$ cat src/rtl/nv_blkbox_sink_misr_if.sv
// Valid/ready beat channel into the blackbox sink MISR.
interface nv_blkbox_sink_misr_if #(parameter int DW = 32);
    logic          snk_valid;
    logic          snk_ready;
    logic [DW-1:0] snk_data;

    modport master (output snk_valid, output snk_data, input  snk_ready);
    modport slave  (input  snk_valid, input  snk_data, output snk_ready);
endinterface

$ cat src/rtl/nv_blkbox_sink_misr.sv
// Observation sink: compresses accepted beats into a 32-bit MISR, counts beats
// and keeps sticky nonzero/overflow flags; freeze holds state and backpressures.
module nv_blkbox_sink_misr #(
    parameter int DW = 32,
    parameter int CW = 16
) (
    input  logic                        nvdla_core_clk,
    input  logic                        nvdla_core_rstn,
    nv_blkbox_sink_misr_if.slave        snk,
    input  logic                        clr,
    input  logic                        freeze,
    output logic [31:0]                 sig_out,
    output logic [CW-1:0]               beat_cnt,
    output logic                        nonzero_seen,
    output logic                        cnt_ovf,
    output logic [1:0]                  state_o
);
    typedef enum logic [1:0] {IDLE = 2'b00, ACTIVE = 2'b01, FROZEN = 2'b10} state_e;

    localparam logic [31:0]   POLY    = 32'h04C11DB7;
    localparam logic [CW-1:0] CNT_MAX = {CW{1'b1}};

    state_e        state_q, state_d;
    logic [31:0]   sig_q, sig_d;
    logic [CW-1:0] cnt_q, cnt_d;
    logic          nz_q, nz_d;
    logic          ovf_q, ovf_d;
    logic          ready_q;

    logic [DW-1:0] data_w;
    logic [31:0]   data_ext;
    logic          accept;

    assign data_w   = snk.snk_data;
    assign data_ext = 32'(data_w);
    // clr wins over an offered beat, so it gates acceptance here.
    assign accept   = snk.snk_valid & ready_q & ~clr;

    always_comb begin
        state_d = state_q;
        sig_d   = sig_q;
        cnt_d   = cnt_q;
        nz_d    = nz_q;
        ovf_d   = ovf_q;
        if (clr) begin
            state_d = IDLE;
            sig_d   = 32'hFFFFFFFF;
            cnt_d   = '0;
            nz_d    = 1'b0;
            ovf_d   = 1'b0;
        end else begin
            if (accept) begin
                sig_d = {sig_q[30:0], 1'b0} ^ (sig_q[31] ? POLY : 32'h0) ^ data_ext;
                nz_d  = nz_q | (data_ext != 32'h0);
                if (cnt_q == CNT_MAX) ovf_d = 1'b1;
                else                  cnt_d = cnt_q + 1'b1;
            end
            case (state_q)
                IDLE:    if (freeze) state_d = FROZEN;
                         else if (accept) state_d = ACTIVE;
                ACTIVE:  if (freeze) state_d = FROZEN;
                FROZEN:  if (!freeze) state_d = (cnt_q != '0) ? ACTIVE : IDLE;
                default: state_d = IDLE;
            endcase
        end
    end

    always_ff @(posedge nvdla_core_clk or negedge nvdla_core_rstn) begin
        if (!nvdla_core_rstn) begin
            state_q <= IDLE;
            sig_q   <= 32'hFFFFFFFF;
            cnt_q   <= '0;
            nz_q    <= 1'b0;
            ovf_q   <= 1'b0;
            ready_q <= 1'b1;
        end else begin
            state_q <= state_d;
            sig_q   <= sig_d;
            cnt_q   <= cnt_d;
            nz_q    <= nz_d;
            ovf_q   <= ovf_d;
            // Ready tracks the upcoming state so backpressure lines up with FROZEN.
            ready_q <= (state_d != FROZEN);
        end
    end

    assign snk.snk_ready = ready_q;
    assign sig_out       = sig_q;
    assign beat_cnt      = cnt_q;
    assign nonzero_seen  = nz_q;
    assign cnt_ovf       = ovf_q;
    assign state_o       = state_q;
endmodule

$ cat src/flat_wrapper.sv
// flat-port wrapper written by rule: the top's interface ports become plain ports
module nv_blkbox_sink_misr_flat 
#(
    parameter int DW = 32,
    parameter int CW = 16
)
  (nvdla_core_clk, nvdla_core_rstn, clr, freeze, sig_out, beat_cnt, nonzero_seen, cnt_ovf, state_o, snk_snk_valid, snk_snk_data, snk_snk_ready);
  nv_blkbox_sink_misr_if #(.DW(DW)) snk_i ();
  input  logic nvdla_core_clk;
  input  logic nvdla_core_rstn;
  input  logic clr;
  input  logic freeze;
  output logic [31:0] sig_out;
  output logic [CW-1:0] beat_cnt;
  output logic nonzero_seen;
  output logic cnt_ovf;
  output logic [1:0] state_o;
  input wire logic [$bits(snk_i.snk_valid)-1:0] snk_snk_valid;
  input wire logic [$bits(snk_i.snk_data)-1:0] snk_snk_data;
  output wire logic [$bits(snk_i.snk_ready)-1:0] snk_snk_ready;
  assign snk_i.snk_valid = snk_snk_valid;
  assign snk_i.snk_data = snk_snk_data;
  assign snk_snk_ready = snk_i.snk_ready;
  nv_blkbox_sink_misr #(.DW(DW), .CW(CW)) u_core (.nvdla_core_clk(nvdla_core_clk), .nvdla_core_rstn(nvdla_core_rstn), .snk(snk_i), .clr(clr), .freeze(freeze), .sig_out(sig_out), .beat_cnt(beat_cnt), .nonzero_seen(nonzero_seen), .cnt_ovf(cnt_ovf), .state_o(state_o));
endmodule
$ cat config.mk
export PLATFORM = sky130hd
export DESIGN_NAME = nv_blkbox_sink_misr_flat
export DESIGN_NICKNAME = d
export VERILOG_FILES = /design/src/rtl/nv_blkbox_sink_misr_if.sv /design/src/rtl/nv_blkbox_sink_misr.sv /design/src/flat_wrapper.sv
export SDC_FILE = /design/constraint.sdc
export NUM_CORES = 1
export LEC_CHECK = 0
export ABC_AREA = 1
export CAP_MARGIN = 25
export CORE_UTILIZATION = 39
export CTS_CLUSTER_DIAMETER = 40
export DETAILED_ROUTE_END_ITERATION = 8
export PLACE_DENSITY = 0.72
export SETUP_SLACK_MARGIN = 0.02
export SYNTH_ARGS = -nofsm -noshare
export SYNTH_HDL_FRONTEND = slang
export SYNTH_SLANG_ARGS = --single-unit
$ cat constraint.sdc
create_clock -name nvdla_core_clk -period 1.82 [get_ports nvdla_core_clk]
set_clock_uncertainty 0.15 [all_clocks]
set_input_delay 0.364 -clock nvdla_core_clk [delete_from_list [all_inputs] [get_ports nvdla_core_clk]]
set_output_delay 0.364 -clock nvdla_core_clk [all_outputs]
set_load 0.01 [all_outputs]
==> results.cfg, run 1 <==
[timing]
max_clock_freq_mhz = 566
finalSetupViolCount = 0
final_max_slew_viol_count = 0
rsz0062_at_grt = false
timing.max_slew.rel_slack_pct = 70.4
min_period_over_period_pct = 97.0
finalCriticalPeriod_ns = 1.77
worst-slew-pin-transition_ns = 0.444
final_hold_viol_count = 0
layout_setup_ws_ns = 0.0546

[yosys]
yosysWarnings = 0
synth_nets = 396
syn_inst = 357
synth.avg_cell_area_sq_um = 8.33
synth.ff_latch_count = 53
synth.yosys.seq_area_share_pct = 46.0
synth-edff-count = 0
synth_area_sq_mm = 0.00298
synth_top_flop_cell = dfstp_2
synth_async_sr_flop_share_pct = 100
synth.lib_cells_used.distinct = 28

[critical_path]
startpoint_type = register
critical_path.endpoint_type = output pin
required_ns = 1.31
cp_slowest_stage_delay_ns = 0.39
setup.worst_path.class = reg -> out
critical_path.top_delay_family = buffers and inverters
crit_path_cell_trace = buf_4 > buf_4 > dlygate4sd2_1
crit_path_max_fanout = 5
critical_path.n_buffers_inverters = 3
arrival_ns = 1.25
worst_path_most_repeated_cell = buf_4
cp_slowest_cell = dfrtp_1

[clock_network]
cts_max_level = 2
clock-root-buffer = clkbuf_8
insertion_delay_ns = 0.30
numClockSinks = 53
cts-buffers-inserted = 5
cts_max_path_buffers = 2
cts_tree = yes
clk_pin_slew_ns = 0.10

[detailed_routing]
detail_route.drc_violations = 0
routed_wl_um = 8140
ant_nets = 0
drt-initial-drc-count = 91
dr.pass1.iters = 4
wl_per_cell_um = 14.0
detailroute.via_count = 2857
per_cell_via_count_in_the_routed_design = 4.90

[cells_and_area]
post_route_cells_drive_above_1_share_pct = 20.2
most-common-layout-cells = nor2_1, nand2_1, dlygate4sd2_1
n_antenna_cell = 0
final_nets = 522
register_area_sq_mm = 0.00137
final_common_cell = nor2_1
syn_to_final_growth_pct = 45.5
fillers = 648
multiInputGateArea_sq_mm = 0.00146

[power_and_ir_drop]
power.density_mw_per_mm2 = 622
p_leak_nw = 1.83
vdd_ir_drop_max_v = 0.000332
total_power_w = 0.00269

[placed_design]
finalWeightedCongestion = 0.914
placement.io_buffers = 89
detailedPlace.worstSlack_ns = -0.0614
detailed_place_hpwl_um = 5890

[floorplanning]
floorplan.die.width_um = 89.3
chipHeight_um = 89.3
dieArea_sq_mm = 0.00798
placeableCoreArea_sq_mm = 0.00733
io_pins = 90
row_count = 31
start_util_pct = 40.6

[grt]
grt_antenna_before_repair = 0
first_global_vias = 2763
grt_first_pass_wirelength_um = 12800
global_route.usage.total_pct = 20.9
grt.overflow.total = 0
grt_max_degree = 54

[flow_run]
max_cap_violations = 0

[hold_path]
hold_class = reg -> reg

[outcome]
status = complete, no violations
## flip-flops by register name, indices dropped and copies added, names as in the netlist
| signal | cells |
|---|---|
| u_core.snk.snk_ready | 1 |
| u_core.cnt_ovf | 1 |
| u_core.nonzero_seen | 1 |
| u_core.state_o | 2 |
| u_core.beat_cnt | 16 |
| u_core.sig_out | 32 |
## per-layer routing
metal / GRT usage, % / share of wire [%]
met4: 4.04 / 0.79
met2: 35.8 / 46
met1: 28.0 / 46
met3: 3.32 / 6.8
met5: 0 / 0
## cell type report
cell class	instances	share of cell area, %
multi-input combinational	264	33.7
sequential	53	31.7
timing repair buffer	129	27.1
tap	99	2.86
inverter	30	2.60
clock buffer	6	1.68
clock inverter	2	0.289
## final timing paths
kind | slack [ns] | start | endpoint | depth (start not counted)
min reg2reg | 0.37 | u_core.sig_out[21]$_DFFE_PN1P_ | u_core.sig_out[21]$_DFFE_PN1P_ | 2
max in group asynchronous | 0.80 | nvdla_core_rstn | u_core.snk.snk_ready$_DFF_PN1_ | 3
min in group asynchronous | 0.43 | nvdla_core_rstn | u_core.beat_cnt[8]$_DFFE_PN0P_ | 3
min | 0.37 | u_core.sig_out[21]$_DFFE_PN1P_ | u_core.sig_out[21]$_DFFE_PN1P_ | 2
max reg2reg | 0.15 | u_core.beat_cnt[2]$_DFFE_PN0P_ | u_core.beat_cnt[4]$_DFFE_PN0P_ | 10
max | 0.05 | u_core.beat_cnt[11]$_DFFE_PN0P_ | beat_cnt[11] | 3
## worst min-delay path: stages, from the launching register on
cell and delay (ns):
dfstp_2 0.39, nor2_1 0.09, a21oi_1 0.05
## cells by family after synthesis
family                     Yosys count  share of synthesized area (%)
and+or+nand+nor                    164                           23.6
buffers and inverters               41                           6.01
AOI/OAI and AO/OA                   47                           8.87
xor gates and xnor gates            50                           14.7
DFF                                 53                           46.0
adders and majority gates            2                          0.841
## report_power, final
group	leakage [nW]	internal [W]	switching [W]
Sequential	0.618	0.00130	0.0000692
Combinational	1.17	0.000336	0.000307
Clock	0.0461	0.000275	0.000400
## through the flow
stage	std cells	hold WS, ns	setup TNS (ns)	utilization (%)	area (sq um)
after global routing	583	0.397	0	59.0	4330
after global placement	563	0.236	0	56.9	4170
after CTS	579	0.376	0	58.3	4270
final	583	0.372	0	59.0	4330
after detailed placement	563	0.235	-0.646	56.9	4170
after floorplan	357	-0.0816	0	-	2980
## cell usage after synthesis, types with 2 or more instances
cell	instances	area, sq um
o22ai_1	13	81.3
nand3_1	15	75.1
nand4_1	12	75.1
nor2_2	4	25.0
buf_6	2	22.5
o21bai_1	2	15.0
dfrtp_1	20	500
nor4_1	2	12.5
buf_1	2	7.51
nor2_4	2	22.5
dfstp_2	33	867
ha_1	2	25.0
a21oi_1	21	105
o21ai_0	7	35.0
xnor2_1	45	394
buf_2	5	25.0
inv_1	29	109
nand2_2	3	18.8
nor2_1	64	240
nand2_1	62	233
xor2_1	5	43.8
## what timing repair did
action                                  CTS  global route
hold buffers                              1             0
endpoints found under the setup margin   60            13
pin swaps                                 1             5
endpoints found under the hold margin    20             0
buffers inserted                          6             4
gates resized for setup                  51             9
gates cloned                              1             0
(Power assumes the default switching activity.)
==> run 2: changes to the inputs <==
- GPL_ROUTABILITY_DRIVEN: default -> 0
==> run 2 against run 1 <==
Against the previous run:
- clock-buffer cell count fell by 1
- total power rose by 1.6%
- critical path depth did not move
- combinational power rose by 2%
- critical path type unchanged
- critical endpoint is now beat_cnt[8]
==> results.cfg, run 2 (synthesis gave the netlist of run 1 again) <==
[timing]
min_period_over_period_pct = 98.6
final_hold_viol_count = 0
worst-slew-pin-transition_ns = 0.467
timing.setup.tns_ns = 0
final_max_slew_viol_count = 0
timing.max_slew.rel_slack_pct = 68.8
finalSetupViolCount = 0
max_clock_freq_mhz = 557
finalCriticalPeriod_ns = 1.79
rsz0062_at_grt = true

[detailed_routing]
dr.pass1.iters = 4
per_cell_via_count_in_the_routed_design = 5.00
routed_wl_um = 8500
detailroute.via_count = 2920
detail_route.drc_violations = 0
ant_nets = 0
wl_per_cell_um = 14.5
drt-initial-drc-count = 150

[power_and_ir_drop]
vdd_ir_drop_max_v = 0.000336
power.density_mw_per_mm2 = 628
p_leak_nw = 1.80

[critical_path]
crit_path_cell_trace = buf_4 > buf_4 > dlygate4sd2_1
setup.worst_path.class = reg -> out
arrival_ns = 1.28
required_ns = 1.31
critical_path.endpoint_type = output pin
startpoint_type = register
cp_slowest_cell = dfrtp_1
cp_slowest_stage_delay_ns = 0.41
worst_path_most_repeated_cell = buf_4
crit_path_max_fanout = 4
ff2ff_path_depth = 10

[cells_and_area]
finish.utilization_pct = 59.4
syn_to_final_growth_pct = 46.4
final_nets = 523
post_route_cells_drive_above_1_share_pct = 20.8
layout.cells.non_filler = 584
final_common_cell = nor2_1
largest_reg_flops = 32
n_antenna_cell = 0
most-common-layout-cells = nor2_1, nand2_1, dlygate4sd2_1

[clock_network]
insertion_delay_ns = 0.31
cts_tree = yes
cts_max_path_buffers = 2
numClockSinks = 53
clk_pin_slew_ns = 0.11
cts-buffers-inserted = 5
cts_max_level = 2
clock-root-buffer = clkbuf_8

[grt]
grt_max_degree = 54
grt_first_pass_wirelength_um = 13500
grt.overflow.total = 0
grt_antenna_before_repair = 0
global_route.usage.total_pct = 22.0
first_global_vias = 2946

[placed_design]
detailed_place_hpwl_um = 5980
placement.io_buffers = 89
place_inst = 563

[floorplanning]
placeableCoreArea_sq_mm = 0.00733
chipHeight_um = 89.3
floorplan.die.width_um = 89.3
io_pins = 90
row_count = 31
dieArea_sq_mm = 0.00798
start_util_pct = 40.6

[flow_run]
max_cap_violations = 0

[hold_path]
hold_depth = 2
hold_class = reg -> reg

[outcome]
status = complete, no violations
-- run 2: cell count changes in the layout (fill, tap and decap cells not counted), moves of 2 or more --
cell / delta
dlygate4sd2_1: +2
dlymetal6s2s_1: -3
inv_4: -2
nor2_2: -2
nor2_4: +3
o21ai_0: -2
o21ai_1: +2
-- run 2: repair_timing --
item,in CTS,in global routing
pin swaps,2,6
endpoints found under the setup margin,60,15
gates cloned,1,0
buffers inserted,7,4
resized for setup,52,12
endpoints found under the hold margin,20,0
hold buffers,1,0
-- run 2: layout make-up --
type                    count  area (sq um)
clock inverters             3          25.0
clock buffers               5          68.8
flip-flops and latches     53          1370
inverters                  30           113
well taps                  99           124
multi-input cells         264          1470
fillers                   649          2980
repair buffers            130          1180
-- run 2: final timing paths --
check / start / endpoint / slack (ns)
worst max-delay path: u_core.beat_cnt[8]$_DFFE_PN0P_ / beat_cnt[8] / 0.03
worst min-delay path: u_core.sig_out[13]$_DFFE_PN1P_ / u_core.sig_out[13]$_DFFE_PN1P_ / 0.37
worst max register to register: u_core.beat_cnt[8]$_DFFE_PN0P_ / u_core.beat_cnt[11]$_DFFE_PN0P_ / 0.09
worst min register to register: u_core.sig_out[13]$_DFFE_PN1P_ / u_core.sig_out[13]$_DFFE_PN1P_ / 0.37
max in group asynchronous: nvdla_core_rstn / u_core.snk.snk_ready$_DFF_PN1_ / 0.80
min in group asynchronous: nvdla_core_rstn / u_core.beat_cnt[9]$_DFFE_PN0P_ / 0.43
-- run 2: report_power, final --
group | internal (W) | switching [W]
clock | 0.000279 | 0.000426
sequential | 0.00130 | 0.0000669
combinational | 0.000345 | 0.000313
total | 0.00193 | 0.000806
-- run 2: metrics by stage --
| step | hold WS (ns) | setup WS (ns) | total power (W) | instance area, sq um |
|---|---|---|---|---|
| finish | 0.370 | 0.0252 | 0.00273 | 4360 |
| detailed placement | 0.235 | -0.0713 | 0.00208 | 4170 |
| global placement | 0.237 | 0.0123 | 0.00207 | 4170 |
| floorplan | -0.0816 | 0.124 | 0.00172 | 2980 |
| CTS | 0.376 | 0.0276 | 0.00275 | 4280 |
| global route | 0.398 | -0.0204 | 0.00287 | 4360 |
-- run 2: worst max-delay path: cells and delay by family (launching register included) --
family | cells | cell delay, ns
buffers and inverters | 3 | 0.56
flip-flops | 1 | 0.41
-- run 2: layer usage --
layer / vias to the layer above / GRT usage [%] / share of wire, % / wire length [um]
li1: 1407 / - / - / -
met1: 1385 / 28.1 / 44 / 3760
met2: 116 / 38.2 / 47 / 3960
met3: 12 / 3.14 / 7.2 / 616
met4: 0 / 7.79 / 1.9 / 161
met5: - / 0 / 0 / 0
